$ cat src/rtl/instruction_sequencer_pkg.sv
// Shared decode constants and FSM encoding for the venera_cpu_1 fetch/branch sequencer.
package venera_pkg;

  localparam int OPC_HI = 15;
  localparam int OPC_LO = 12;

  localparam logic [3:0] OP_JMP  = 4'hA;
  localparam logic [3:0] OP_JZ   = 4'hB;
  localparam logic [3:0] OP_JNZ  = 4'hC;
  localparam logic [3:0] OP_CALL = 4'hD;
  localparam logic [3:0] OP_RET  = 4'hE;
  localparam logic [3:0] OP_HALT = 4'hF;

  typedef enum logic {
    ST_RUN  = 1'b0,
    ST_HALT = 1'b1
  } seq_state_e;

endpackage

$ cat src/rtl/instruction_sequencer_if.sv
// Fetch/decode side bus of the sequencer: counter strobe, ROM data, counter load and execute port.
interface instruction_sequencer_if #(
  parameter int ADDR_W      = 8,
  parameter int INSTR_W     = 16,
  parameter int STACK_DEPTH = 4
);
  localparam int DEPTH_W = $clog2(STACK_DEPTH) + 1;

  logic               rd;
  logic [ADDR_W-1:0]  address;
  logic [INSTR_W-1:0] instr;
  logic               zero_flag;
  logic               set_valid;
  logic [ADDR_W-1:0]  set_value;
  logic               exec_valid;
  logic [INSTR_W-1:0] exec_instr;
  logic               halted;
  logic               stack_err;
  logic [DEPTH_W-1:0] stack_depth;

  modport master (
    output rd, address, instr, zero_flag,
    input  set_valid, set_value, exec_valid, exec_instr, halted, stack_err, stack_depth
  );

  modport slave (
    input  rd, address, instr, zero_flag,
    output set_valid, set_value, exec_valid, exec_instr, halted, stack_err, stack_depth
  );
endinterface

$ cat src/rtl/instruction_sequencer_return_stack.sv
// Return-address LIFO; the occupancy counter saturates at both ends and never wraps.
module return_stack #(
  parameter int ADDR_W      = 8,
  parameter int STACK_DEPTH = 4
) (
  input  logic                         clk,
  input  logic                         reset,
  input  logic                         push,
  input  logic                         pop,
  input  logic [ADDR_W-1:0]            push_data,
  output logic [ADDR_W-1:0]            top_data,
  output logic                         full,
  output logic                         empty,
  output logic [$clog2(STACK_DEPTH):0] depth
);
  localparam int PTR_W   = $clog2(STACK_DEPTH);
  localparam int DEPTH_W = PTR_W + 1;

  logic [ADDR_W-1:0]  mem_q [STACK_DEPTH];
  logic [ADDR_W-1:0]  mem_d [STACK_DEPTH];
  logic [DEPTH_W-1:0] depth_q, depth_d;
  logic [PTR_W-1:0]   top_ptr;

  assign full     = (depth_q == DEPTH_W'(STACK_DEPTH));
  assign empty    = (depth_q == '0);
  assign top_ptr  = depth_q[PTR_W-1:0] - PTR_W'(1);
  assign top_data = mem_q[top_ptr];
  assign depth    = depth_q;

  always_comb begin
    mem_d   = mem_q;
    depth_d = depth_q;
    if (push && !full) begin
      mem_d[depth_q[PTR_W-1:0]] = push_data;
      depth_d = depth_q + DEPTH_W'(1);
    end else if (pop && !empty) begin
      depth_d = depth_q - DEPTH_W'(1);
    end
  end

  always_ff @(posedge clk or posedge reset) begin
    if (reset) begin
      for (int i = 0; i < STACK_DEPTH; i++) mem_q[i] <= '0;
      depth_q <= '0;
    end else begin
      mem_q   <= mem_d;
      depth_q <= depth_d;
    end
  end
endmodule

$ cat src/rtl/instruction_sequencer.sv
// Fetch/branch control: decodes the word fetched one cycle after rd, resolves flow control
// locally and registers counter-load / execute strobes for the following cycle.
module instruction_sequencer
  import venera_pkg::*;
#(
  parameter int ADDR_W      = 8,
  parameter int INSTR_W     = 16,
  parameter int STACK_DEPTH = 4
) (
  input  logic                    clk,
  input  logic                    reset,
  instruction_sequencer_if.slave  bus
);
  localparam int DEPTH_W = $clog2(STACK_DEPTH) + 1;

  seq_state_e         state_q, state_d;
  logic               fetch_v_q, fetch_v_d;
  logic               set_valid_q, set_valid_d;
  logic [ADDR_W-1:0]  set_value_q, set_value_d;
  logic               exec_valid_q, exec_valid_d;
  logic [INSTR_W-1:0] exec_instr_q, exec_instr_d;
  logic               halted_q, halted_d;
  logic               stack_err_q, stack_err_d;
  logic [ADDR_W-1:0]  halt_addr_q, halt_addr_d;

  logic               push, pop, full, empty;
  logic [ADDR_W-1:0]  top_data;
  logic [DEPTH_W-1:0] depth;
  logic [3:0]         opcode;
  logic [ADDR_W-1:0]  target, here;

  return_stack #(.ADDR_W(ADDR_W), .STACK_DEPTH(STACK_DEPTH)) u_stack (
    .clk       (clk),
    .reset     (reset),
    .push      (push),
    .pop       (pop),
    .push_data (bus.address),
    .top_data  (top_data),
    .full      (full),
    .empty     (empty),
    .depth     (depth)
  );

  assign opcode = bus.instr[OPC_HI:OPC_LO];
  assign target = bus.instr[ADDR_W-1:0];
  // The counter already advanced past the fetched word, so the word's own address is one back.
  assign here   = bus.address - ADDR_W'(1);

  always_comb begin
    state_d      = state_q;
    fetch_v_d    = bus.rd;
    set_valid_d  = 1'b0;
    set_value_d  = set_value_q;
    exec_valid_d = 1'b0;
    exec_instr_d = exec_instr_q;
    halted_d     = halted_q;
    stack_err_d  = stack_err_q;
    halt_addr_d  = halt_addr_q;
    push         = 1'b0;
    pop          = 1'b0;

    case (state_q)
      ST_RUN: begin
        if (fetch_v_q) begin
          case (opcode)
            OP_JMP: begin
              set_valid_d = 1'b1;
              set_value_d = target;
            end
            OP_JZ: begin
              if (bus.zero_flag) begin
                set_valid_d = 1'b1;
                set_value_d = target;
              end
            end
            OP_JNZ: begin
              if (!bus.zero_flag) begin
                set_valid_d = 1'b1;
                set_value_d = target;
              end
            end
            OP_CALL: begin
              if (full) begin
                stack_err_d = 1'b1;
                state_d     = ST_HALT;
              end else begin
                push        = 1'b1;
                set_valid_d = 1'b1;
                set_value_d = target;
              end
            end
            OP_RET: begin
              if (empty) begin
                stack_err_d = 1'b1;
                state_d     = ST_HALT;
              end else begin
                pop         = 1'b1;
                set_valid_d = 1'b1;
                set_value_d = top_data;
              end
            end
            OP_HALT: state_d = ST_HALT;
            default: begin
              exec_valid_d = 1'b1;
              exec_instr_d = bus.instr;
            end
          endcase
          if (state_d == ST_HALT) begin
            halted_d    = 1'b1;
            halt_addr_d = here;
            set_valid_d = 1'b1;
            set_value_d = here;
          end
        end
      end
      ST_HALT: begin
        set_valid_d = 1'b1;
        set_value_d = halt_addr_q;
      end
      default: state_d = ST_RUN;
    endcase
  end

  always_ff @(posedge clk or posedge reset) begin
    if (reset) begin
      state_q      <= ST_RUN;
      fetch_v_q    <= 1'b0;
      set_valid_q  <= 1'b0;
      set_value_q  <= '0;
      exec_valid_q <= 1'b0;
      exec_instr_q <= '0;
      halted_q     <= 1'b0;
      stack_err_q  <= 1'b0;
      halt_addr_q  <= '0;
    end else begin
      state_q      <= state_d;
      fetch_v_q    <= fetch_v_d;
      set_valid_q  <= set_valid_d;
      set_value_q  <= set_value_d;
      exec_valid_q <= exec_valid_d;
      exec_instr_q <= exec_instr_d;
      halted_q     <= halted_d;
      stack_err_q  <= stack_err_d;
      halt_addr_q  <= halt_addr_d;
    end
  end

  assign bus.set_valid   = set_valid_q;
  assign bus.set_value   = set_value_q;
  assign bus.exec_valid  = exec_valid_q;
  assign bus.exec_instr  = exec_instr_q;
  assign bus.halted      = halted_q;
  assign bus.stack_err   = stack_err_q;
  assign bus.stack_depth = depth;
endmodule

$ cat src/flat_wrapper.sv
// flat-port wrapper written by rule: the top's interface ports become plain ports
module instruction_sequencer_flat import venera_pkg::*;
#(
  parameter int ADDR_W      = 8,
  parameter int INSTR_W     = 16,
  parameter int STACK_DEPTH = 4
)
  (clk, reset, bus_rd, bus_address, bus_instr, bus_zero_flag, bus_set_valid, bus_set_value, bus_exec_valid, bus_exec_instr, bus_halted, bus_stack_err, bus_stack_depth);
  instruction_sequencer_if #(.ADDR_W(ADDR_W), .INSTR_W(INSTR_W), .STACK_DEPTH(STACK_DEPTH)) bus_i ();
  input  logic clk;
  input  logic reset;
  input wire logic [$bits(bus_i.rd)-1:0] bus_rd;
  input wire logic [$bits(bus_i.address)-1:0] bus_address;
  input wire logic [$bits(bus_i.instr)-1:0] bus_instr;
  input wire logic [$bits(bus_i.zero_flag)-1:0] bus_zero_flag;
  output wire logic [$bits(bus_i.set_valid)-1:0] bus_set_valid;
  output wire logic [$bits(bus_i.set_value)-1:0] bus_set_value;
  output wire logic [$bits(bus_i.exec_valid)-1:0] bus_exec_valid;
  output wire logic [$bits(bus_i.exec_instr)-1:0] bus_exec_instr;
  output wire logic [$bits(bus_i.halted)-1:0] bus_halted;
  output wire logic [$bits(bus_i.stack_err)-1:0] bus_stack_err;
  output wire logic [$bits(bus_i.stack_depth)-1:0] bus_stack_depth;
  assign bus_i.rd = bus_rd;
  assign bus_i.address = bus_address;
  assign bus_i.instr = bus_instr;
  assign bus_i.zero_flag = bus_zero_flag;
  assign bus_set_valid = bus_i.set_valid;
  assign bus_set_value = bus_i.set_value;
  assign bus_exec_valid = bus_i.exec_valid;
  assign bus_exec_instr = bus_i.exec_instr;
  assign bus_halted = bus_i.halted;
  assign bus_stack_err = bus_i.stack_err;
  assign bus_stack_depth = bus_i.stack_depth;
  instruction_sequencer #(.ADDR_W(ADDR_W), .INSTR_W(INSTR_W), .STACK_DEPTH(STACK_DEPTH)) u_core (.clk(clk), .reset(reset), .bus(bus_i));
endmodule
$ cat config.mk
export PLATFORM = sky130hd
export DESIGN_NAME = instruction_sequencer_flat
export DESIGN_NICKNAME = d
export VERILOG_FILES = /design/src/rtl/instruction_sequencer_pkg.sv /design/src/rtl/instruction_sequencer_if.sv /design/src/rtl/instruction_sequencer_return_stack.sv /design/src/rtl/instruction_sequencer.sv /design/src/flat_wrapper.sv
export SDC_FILE = /design/constraint.sdc
export NUM_CORES = 1
export LEC_CHECK = 0
export CAP_MARGIN = 20
export CORE_MARGIN = 2
export CORE_UTILIZATION = 53
export CTS_CLUSTER_SIZE = 14
export DETAILED_ROUTE_END_ITERATION = 10
export MAX_ROUTING_LAYER = met4
export PLACE_DENSITY_LB_ADDON = 0.2
export SLEW_MARGIN = 15
export SYNTH_ARGS = -nofsm -noshare
export SYNTH_HDL_FRONTEND = slang
export SYNTH_HIERARCHICAL = 1
export SYNTH_SLANG_ARGS = --single-unit
$ cat constraint.sdc
create_clock -name clk -period 4 [get_ports clk]
set_input_delay 0.4 -clock clk [delete_from_list [all_inputs] [get_ports clk]]
set_output_delay 0.4 -clock clk [all_outputs]
set_load 0.05 [all_outputs]
==> results of run 1 <==
-- layer usage --
layer | part of all wire [%] | track usage, % | wire length, µm | vias to the layer above
li1 | - | - | - | 1127
met1 | 45 | 30.2 | 3400 | 1220
met2 | 48 | 37.1 | 3680 | 72
met3 | 5.3 | 4.91 | 403 | 16
met4 | 2.0 | 9.96 | 153 | 0
met5 | 0 | - | 0 | -
-- layout by cell type, fill, tap and decap left out, types with 2 or more instances in the layout --
cell and count:
a211o_1 6, a21oi_1 15, a2bb2oi_1 6, buf_4 6
clkbuf_8 10, clkdlybuf4s50_1 58, clkinv_2 2, clkinvlp_4 2
dfrtp_1 73, ha_1 5, inv_1 11, mux2_2 51
mux2_4 3, mux2i_1 2, mux4_2 8, nand2_1 26
nand2_4 3, nand2b_1 2, nand3_1 2, nand3b_1 3
nor2_1 15, nor2b_1 2, nor3_1 2, o21ai_0 4
or2_2 2, xnor2_1 2, xor2_1 6
-- area by class of cell --
type | count | area, µm² | area share, %
flip-flops and latches | 73 | 1830 | 41.3
clock inverters | 5 | 55.1 | 1.25
well taps | 77 | 96.3 | 2.18
repair buffers | 64 | 626 | 14.1
clock buffers | 11 | 141 | 3.20
inverters | 13 | 51.3 | 1.16
multi-input cells | 183 | 1630 | 36.8
-- worst max-delay path, cell delays in order (launching register included) --
cell	delay [ns]
dfrtp_1	0.46
inv_1	0.09
ha_1	0.28
and2_1	0.21
nor4_1	0.58
a21boi_4	0.43
inv_1	0.09
fa_1	0.42
or2_2	0.29
a21oi_1	0.16
a221oi_1	0.06
-- path summary, 6_finish.rpt --
path,start,endpoint,slack [ns],depth (start not counted)
max,u_core/u_stack/depth[1],u_core/u_stack/depth[2],0.79,10
min,reset,u_core/halt_addr_q[7],0.47,2
max reg2reg,u_core/u_stack/depth[1],u_core/u_stack/depth[2],0.79,10
min reg2reg,u_core/bus.exec_instr[13],u_core/bus.exec_instr[13],0.48,2
max in group asynchronous,reset,u_core/bus.exec_instr[10],2.78,3
min in group clk,u_core/bus.exec_instr[13],u_core/bus.exec_instr[13],0.48,2
-- report_power, final --
group,internal (mW),switching (mW)
logic,0.589,0.912
clock network,0.303,0.274
registers,0.971,0.136
total,1.86,1.32
-- kinds of logic after synthesis --
kind of cell / after synthesis
buf+inv: 23
xor+xnor: 8
mux: 64
compound gates: 42
flops: 73
fa+ha+maj: 6
simple gates: 63
-- state kept, by name, indices dropped and copies added (netlist names) --
signal	cells
u_core/bus.exec_instr	16
u_core/bus.exec_valid	1
u_core/bus.halted	1
u_core/bus.set_valid	1
u_core/bus.set_value	8
u_core/bus.stack_err	1
u_core/fetch_v_q	1
u_core/halt_addr_q	8
u_core/state_q	1
u_core/u_stack/depth	3
u_core/u_stack/mem_q	32
-- per-stage QoR --
| step | setup slack, ns | cell area (µm²) | cells | hold slack, ns | power [mW] |
|---|---|---|---|---|---|
| final | 0.786 | 4420 | 426 | 0.471 | 3.18 |
| after global routing | 0.511 | 4420 | 426 | 0.505 | 3.35 |
| after CTS | 0.797 | 4420 | 426 | 0.478 | 3.21 |
| after detailed placement | 0.654 | 4230 | 410 | 0.467 | 2.64 |
| after global placement | 0.837 | 4230 | 410 | 0.456 | 2.59 |
| after floorplan | 0.567 | 3560 | 279 | 0.431 | 2.15 |
==> summary.md, run 1 <==
| Metric | Value |
|---|---|
| Post-DR wirelength/cell | `17.9 µm` |
| Top Ports | `59` |
| Crit path time final | `3.21 ns` |
| Status | `finished, final reports clean` |
| Post-synth top area cell | `dfrtp_1` |
| Mapped Cells | `279` |
| Critical Path Source Type | `flip-flop` |
| Final Max Tran Viols | `0` |
| Total core area | `6420 µm²` |
| Syn nets | `313` |
| Pre-antenna DRT Iters | `4` |
| First-pass GRT wire length | `12900 µm` |
| CTS sink cnt | `73` |
| Simple-Gate Fraction of Synth Area | `8.90%` |
| Share of the synthesized area in the top cell type | `51.4%` |
| VDD IR max | `0.303 mV` |
| Chip height | `85.9 µm` |
| Final core occ | `68.8%` |
| Period utilization | `80.4%` |
| Power Dens Cells | `720 nW/µm²` |
| Synth-to-layout area growth | `24.3%` |
| Syn_area_per_cell | `12.7 µm²` |
| Clock Path Buffers | `2` |
| Port bufs | `58` |
| Unique masters post-synth | `46` |
| Fillers | `496` |
| Post-Synth Adder-Cell Area | `2.32%` |
| #FFs+latches synth | `73` |
| Vias/cell | `5.72` |
| Vias | `2435` |
| Row cnt | `29` |
| Fmax | `311 MHz` |
| Final Hold Fails | `0` |
| Leak pwr | `2.02 nW` |
| Setup TNS | `0 ns` |
| Worst Max-Slew Pin Slew | `0.664 ns` |
| DP HPWL | `5560 µm` |
| EDFF count, synth | `0` |
| Main combinational cell family by area after synthesis | `multiplexers` |
| CP arrival | `3.44 ns` |
| Post-DRT Antenna Nets | `0` |
| DRC violations left | `0` |
| Initial antenna violation count | `0` |
| Syn Std Cell Area | `3560 µm²` |
| CTS root buf | `clkbuf_8` |
| Synth Area in Compound Gates | `9.47%` |
| Diode count | `0` |
| Tot GR Track Use | `23.7%` |
| Worst Clk Skew | `0.00520 ns` |
| Xor/xnor share of the synthesized area | `1.97%` |
| Clock Latency Late Sink | `0.35 ns` |
| RSZ-0062 raised after global routing | `no` |
| Post-CTS Setup Repair Bufs | `0` |
| Max transition margin | `55.3%` |
| Synth Warn # | `6` |
| CTS H-tree depth | `3` |
| Async SR Flop Fraction | `100%` |
| Remaining Overflow, GRT | `0` |
| Worst-path fanout max | `6` |
| Initial Util | `55.4%` |
| CTS Buf Count | `9` |
| Largest net degree at the start of global routing | `36` |
| Gpl congestion | `0.866` |
| Vias in the first global route | `2598` |
| Min-Delay Path Class | `in -> async` |
| Wirelength, routed | `7630 µm` |
| Register area share after synthesis | `51.4%` |
| Count leader, synth | `dfrtp_1` |
| Cts hold-fix bufs | `0` |
| Final setup violation count | `0` |
| Die ar. | `7380 µm²` |
| NumNets Final | `378` |
| CP endpoint kind | `flip-flop` |
| Worst EP required | `4.22 ns` |
| Post-synthesis mux area share | `23.0%` |
| Post-synth top cells | `dfrtp_1 (73), mux2_2 (51), nand2_1 (26)` |
| Fraction of layout cells with a size suffix above 1 | `27.5%` |
| TritonCTS clock tree | `done` |
| CTS clk-pin slew, worst paths | `0.08 ns` |
| Die X | `85.9 µm` |
| Top FF cell, synth | `dfrtp_1` |
| Post-CTS sizing | `0` |
| Max-cap violations | `0` |
| Synth top area cells | `dfrtp_1 (51%), mux2_2 (16%), mux4_2 (5.1%)` |
| 1st-iter DRT viols | `117` |
| Critical path class | `reg -> reg` |
Note: power is estimated with default switching activity, not from simulation.
==> run 2, diff against run 1 <==
Clock period 4 ns to 3.2 ns, I/O delays scaled along.
==> summary.md, run 2 (synthesis results as in run 1) <==
| Metric | Value |
|---|---|
| CTS root buf | `clkbuf_8 (unchanged)` |
| Clock Path Buffers | `2 (unchanged)` |
| Remaining Overflow, GRT | `0 (unchanged)` |
| Die ar. | `7380 µm² (unchanged)` |
| Critical Path Source Type | `flip-flop (unchanged)` |
| Post-CTS sizing | `0 (unchanged)` |
| Diode count | `0 (unchanged)` |
| CTS H-tree depth | `3 (unchanged)` |
| Final total power | `3.90 mW (was 3.18 mW)` |
| Die X | `85.9 µm (unchanged)` |
| Clock Latency Late Sink | `0.35 ns (about the same)` |
| Most frequent CP cell | `inv_1 (unchanged)` |
| Wirelength, routed | `7510 µm (was 7630 µm)` |
| Final core occ | `68.8% (unchanged)` |
| Final Hold Fails | `0 (unchanged)` |
| First-pass GRT wire length | `12900 µm (about the same)` |
| Max incr delay on CP | `0.47 ns (was 0.58 ns)` |
| Top Ports | `59 (unchanged)` |
| Leak pwr | `2.02 nW (about the same)` |
| Cts hold-fix bufs | `0 (unchanged)` |
| Total core area | `6420 µm² (unchanged)` |
| Worst Clk Skew | `0.0123 ns (was 0.00520 ns)` |
| Fmax | `358 MHz (was 311 MHz)` |
| Most common cell after layout, fill and taps aside | `dfrtp_1 (unchanged)` |
| Final Max Tran Viols | `0 (unchanged)` |
| Power Dens Cells | `883 nW/µm² (was 720 nW/µm²)` |
| CTS Buf Count | `9 (unchanged)` |
| Max transition margin | `66.0% (was 55.3%)` |
| Delay-heaviest family, CP | `simple AND/OR/NAND/NOR gates (unchanged)` |
| Top reg by flops | `u_core/u_stack/mem_q (unchanged)` |
| Min-Delay Path Class | `in -> async (unchanged)` |
| CTS sink cnt | `73 (unchanged)` |
| Post-DRT Antenna Nets | `0 (unchanged)` |
| Fillers | `475 (was 496)` |
| Post-CTS Setup Repair Bufs | `0 (unchanged)` |
| CP endpoint kind | `flip-flop (unchanged)` |
| Crit path buffers/inverters | `2 (unchanged)` |
| Most frequent cells in the layout | `dfrtp_1 (72), clkdlybuf4s50_1 (58), mux2_2 (51), nand2_1 (26) (was dfrtp_1 (73), clkdlybuf4s50_1 (58), mux2_2 (51), nand2_1 (26))` |
| VDD IR max | `0.481 mV (was 0.303 mV)` |
| Worst EP required | `3.43 ns (was 4.22 ns)` |
| TritonCTS clock tree | `done (unchanged)` |
| Period utilization | `87.4% (was 80.4%)` |
| Row cnt | `29 (unchanged)` |
| CP cell instances | `inv_1, ha_1, and2_1, nor4_2, a21boi_4, inv_1, fa_1, or2_2, a21oi_1, a221oi_1 (was inv_1, ha_1, and2_1, nor4_1, a21boi_4, inv_1, fa_1, or2_2, a21oi_1, a221oi_1)` |
| Initial antenna violation count | `0 (unchanged)` |
| Gpl congestion | `0.910 (was 0.866)` |
| Worst-path fanout max | `6 (unchanged)` |
| Worst Max-Slew Pin Slew | `0.506 ns (was 0.664 ns)` |
| Max-cap violations | `0 (unchanged)` |
| Fraction of layout cells with a size suffix above 1 | `28.6% (was 27.5%)` |
| DRC violations left | `0 (unchanged)` |
| 1st-iter DRT viols | `92 (was 117)` |
| Vias/cell | `5.64 (was 5.72)` |
| Port bufs | `58 (unchanged)` |
| Post-DR wirelength/cell | `17.6 µm (was 17.9 µm)` |
| Largest net degree at the start of global routing | `36 (unchanged)` |
| Vias | `2407 (was 2435)` |
| Number of flip-flops in the largest register | `32 (unchanged)` |
| DP HPWL | `5460 µm (was 5560 µm)` |
| Chip height | `85.9 µm (unchanged)` |
| Slowest cell on the critical path | `dfrtp_1 (was nor4_1)` |
| NumNets Final | `379 (was 378)` |
| Status | `finished, final reports clean (unchanged)` |
| Pre-antenna DRT Iters | `4 (unchanged)` |
| Critical path class | `reg -> reg (unchanged)` |
| RSZ-0062 raised after global routing | `no (unchanged)` |
| Synth-to-layout area growth | `24.3% (unchanged)` |
| Initial Util | `55.4% (unchanged)` |
| Crit path time final | `2.80 ns (was 3.21 ns)` |
| CP arrival | `3.02 ns (was 3.44 ns)` |
| CTS clk-pin slew, worst paths | `0.08 ns (about the same)` |
| Setup TNS | `0 ns (unchanged)` |
| Final setup violation count | `0 (unchanged)` |
| Tot GR Track Use | `23.6% (was 23.7%)` |
| Vias in the first global route | `2581 (was 2598)` |
[run 2: power by group]
group	leakage [nW]	internal (mW)	total [mW]	switching, mW
sequential	0.921	1.21	1.38	0.163
clock	0.0911	0.319	0.661	0.342
combinational	1.01	0.734	1.86	1.13
[run 2: area by class of cell]
type / count / area [µm²] / area share [%]
sequential: 73 / 1830 / 41.3
inverter: 13 / 51.3 / 1.16
clock buffer: 11 / 151 / 3.42
clock inverter: 5 / 30.0 / 0.679
tap: 77 / 96.3 / 2.18
timing repair buffer: 65 / 633 / 14.3
multi-input combinational: 183 / 1630 / 36.9
[run 2: worst register-to-register path, delay by kind of cell (launching register included)]
kind,cells,cell delay (ns)
buffers and inverters,2,0.15
adders and majority gates,2,0.65
and+or+nand+nor,3,0.87
DFF,1,0.47
AOI/OAI and AO/OA,3,0.53
[run 2: worst paths after layout]
check / from / to / slack [ns] / depth (start not counted)
min in group clk: bus_rd / u_core/fetch_v_q / 0.42 / 1
max reg2reg: u_core/u_stack/depth[1] / u_core/u_stack/depth[2] / 0.40 / 10
min: reset / u_core/bus.exec_instr[2] / 0.19 / 2
min reg2reg: u_core/bus.exec_instr[10] / u_core/bus.exec_instr[10] / 0.48 / 2
max in group asynchronous: reset / u_core/bus.set_value[5] / 2.32 / 3
max: u_core/u_stack/depth[1] / u_core/u_stack/depth[2] / 0.40 / 10
[run 2: metrics by stage]
stage	std cells	setup WS, ns	hold slack [ns]	cell area, µm²
floorplan	279	0.0608	0.351	3560
detailed placement	411	0.329	0.461	4240
CTS	427	0.434	0.191	4420
finish	427	0.404	0.188	4420
global placement	411	0.472	0.453	4240
global route	427	0.207	0.212	4420
[run 2: routing by layer]
metal	up-vias	part of all wire [%]	track usage, %
met4	0	1.0	7.22
met5	-	0	-
li1	1129	-	-
met2	51	51	37.8
met3	9	4.6	5.58
met1	1218	43	30.0
==> run 3, diff against run 2 <==
Settings changed: PLACE_DENSITY set to 0.8, PLACE_DENSITY_LB_ADDON 0.2 to unset.
==> summary.md, run 3 (synthesis results as in run 1) <==
| Metric | Value |
|---|---|
| Delay-heaviest family, CP | `simple AND/OR/NAND/NOR gates (unchanged)` |
| WL met1 | `3400 µm (was 3260 µm)` |
| Clock Latency Late Sink | `0.35 ns (about the same)` |
| DP HPWL | `5440 µm (was 5460 µm)` |
| Clock Path Buffers | `2 (unchanged)` |
| Diode count | `0 (unchanged)` |
| Post-DR wirelength/cell | `17.6 µm (about the same)` |
| RSZ-0062 raised after global routing | `no (unchanged)` |
| VDD IR max | `0.404 mV (was 0.481 mV)` |
| First-pass GRT wire length | `12500 µm (was 12900 µm)` |
| Port bufs | `58 (unchanged)` |
| Met3 routed WL | `308 µm (was 346 µm)` |
| Vias | `2437 (was 2407)` |
| Post-DRT Antenna Nets | `0 (unchanged)` |
| CTS root buf | `clkbuf_8 (unchanged)` |
| Final core occ | `69.8% (was 68.8%)` |
| Vias in the first global route | `2504 (was 2581)` |
| Max transition margin | `64.8% (was 66.0%)` |
| Worst EP required | `3.41 ns (was 3.43 ns)` |
| Cts hold-fix bufs | `0 (unchanged)` |
| NumNets Final | `381 (was 379)` |
| CP cell instances | `inv_1, ha_1, and2_1, nor4_2, a21boi_4, inv_1, fa_1, or2_2, a21oi_1, a221oi_1 (unchanged)` |
| Remaining Overflow, GRT | `0 (unchanged)` |
| Fmax | `345 MHz (was 358 MHz)` |
| Critical path class | `reg -> reg (unchanged)` |
| Pre-CTS setup slack | `0.305 ns (was 0.329 ns)` |
| Vias/cell | `5.68 (was 5.64)` |
| Crit path buffers/inverters | `2 (unchanged)` |
| CTS H-tree depth | `3 (unchanged)` |
| CP arrival | `3.11 ns (was 3.02 ns)` |
| Worst-path fanout max | `6 (unchanged)` |
| Tot GR Track Use | `22.9% (was 23.6%)` |
| Number of flip-flops in the largest register | `32 (unchanged)` |
| Initial Util | `55.4% (unchanged)` |
| Min-Delay Path Class | `in -> async (unchanged)` |
| Worst hold slack | `0.404 ns (was 0.188 ns)` |
| Leak pwr | `2.06 nW (was 2.02 nW)` |
| Row cnt | `29 (unchanged)` |
| Slowest cell on the critical path | `nor4_2 (was dfrtp_1)` |
| Most common cell after layout, fill and taps aside | `dfrtp_1 (unchanged)` |
| Top Ports | `59 (unchanged)` |
| Most frequent cells in the layout | `dfrtp_1 (72), clkdlybuf4s50_1 (58), mux2_2 (51), nand2_1 (26) (unchanged)` |
| Chip height | `85.9 µm (unchanged)` |
| Top reg by flops | `u_core/u_stack/mem_q (unchanged)` |
| Worst Max-Slew Pin Slew | `0.523 ns (was 0.506 ns)` |
| Die X | `85.9 µm (unchanged)` |
| Post-CTS sizing | `0 (unchanged)` |
| Most frequent CP cell | `inv_1 (unchanged)` |
| Die ar. | `7380 µm² (unchanged)` |
| Worst Clk Skew | `0.00941 ns (was 0.0123 ns)` |
| Power Dens Cells | `911 nW/µm² (was 883 nW/µm²)` |
| Largest net degree at the start of global routing | `39 (was 36)` |
| Inst Count DP | `413 (was 411)` |
| Synth-to-layout area growth | `26.1% (was 24.3%)` |
| Pre-antenna DRT Iters | `4 (unchanged)` |
| Setup TNS | `0 ns (unchanged)` |
| Period utilization | `90.6% (was 87.4%)` |
| Gpl congestion | `0.913 (was 0.910)` |
| DR top layer | `met4 (unchanged)` |
| Fraction of layout cells with a size suffix above 1 | `29.0% (was 28.6%)` |
| Final Hold Fails | `0 (unchanged)` |
| Final worst-path setup slack | `0.301 ns (was 0.404 ns)` |
| Final setup violation count | `0 (unchanged)` |
| CTS sink cnt | `73 (unchanged)` |
| Max-cap violations | `0 (unchanged)` |
| Wirelength, routed | `7550 µm (was 7510 µm)` |
| DRC violations left | `0 (unchanged)` |
| Max incr delay on CP | `0.48 ns (was 0.47 ns)` |
| Non-filler instance count after layout | `429 (was 427)` |
| 1st-iter DRT viols | `117 (was 92)` |
| Met2 WL | `3680 µm (was 3830 µm)` |
| Critical Path Source Type | `flip-flop (unchanged)` |
| Fillers | `464 (was 475)` |
| Total core area | `6420 µm² (unchanged)` |
| CP endpoint kind | `flip-flop (unchanged)` |
| Initial antenna violation count | `0 (unchanged)` |
| TritonCTS clock tree | `done (unchanged)` |
| CTS Buf Count | `9 (unchanged)` |
| Post-CTS Setup Repair Bufs | `0 (unchanged)` |
| Crit path time final | `2.90 ns (was 2.80 ns)` |
| Final Max Tran Viols | `0 (unchanged)` |
| CTS clk-pin slew, worst paths | `0.08 ns (about the same)` |
| Status | `finished, final reports clean (unchanged)` |
==> run 3: layer usage <==
layer	up-vias	GRT usage [%]
met4	0	10.4
met2	71	34.5
li1	1127	-
met5	-	-
met1	1223	30.4
met3	16	4.04
==> run 3: worst paths after layout <==
| check | start | end | slack [ns] | cells past startpoint |
|---|---|---|---|---|
| max | u_core/u_stack/depth[1] | u_core/u_stack/depth[2] | 0.30 | 10 |
| min | reset | u_core/u_stack/depth[1] | 0.40 | 3 |
| max reg2reg | u_core/u_stack/depth[1] | u_core/u_stack/depth[2] | 0.30 | 10 |
| min reg2reg | u_core/bus.halted | u_core/bus.halted | 0.48 | 1 |
| max in group asynchronous | reset | u_core/halt_addr_q[7] | 2.44 | 3 |
| min in group clk | bus_rd | u_core/fetch_v_q | 0.42 | 1 |
==> run 3: area by class of cell <==
cell class / instances / area (µm²) / area share (%)
multi-input combinational: 183 / 1630 / 36.4
timing repair buffer: 67 / 648 / 14.5
inverter: 13 / 51.3 / 1.14
clock inverter: 5 / 77.6 / 1.73
tap: 77 / 96.3 / 2.15
sequential: 73 / 1830 / 40.8
clock buffer: 11 / 151 / 3.38
==> run 3: power by group <==
part	leakage, nW	internal (mW)	switching [mW]
combinational	1.02	0.737	1.14
clock	0.115	0.479	0.339
sequential	0.921	1.21	0.175
==> run 3: stage by stage <==
| step | power, mW | cell area, µm² |
|---|---|---|
| after global placement | 3.23 | 4260 |
| after global routing | 4.29 | 4480 |
| after CTS | 4.11 | 4480 |
| after floorplan | 2.69 | 3560 |
| after detailed placement | 3.29 | 4260 |
| final | 4.08 | 4480 |
==> run 3: worst min-delay path: stages <==
cell and delay [ns]:
clkdlybuf4s50_1 0.42, inv_1 0.06, buf_4 0.39
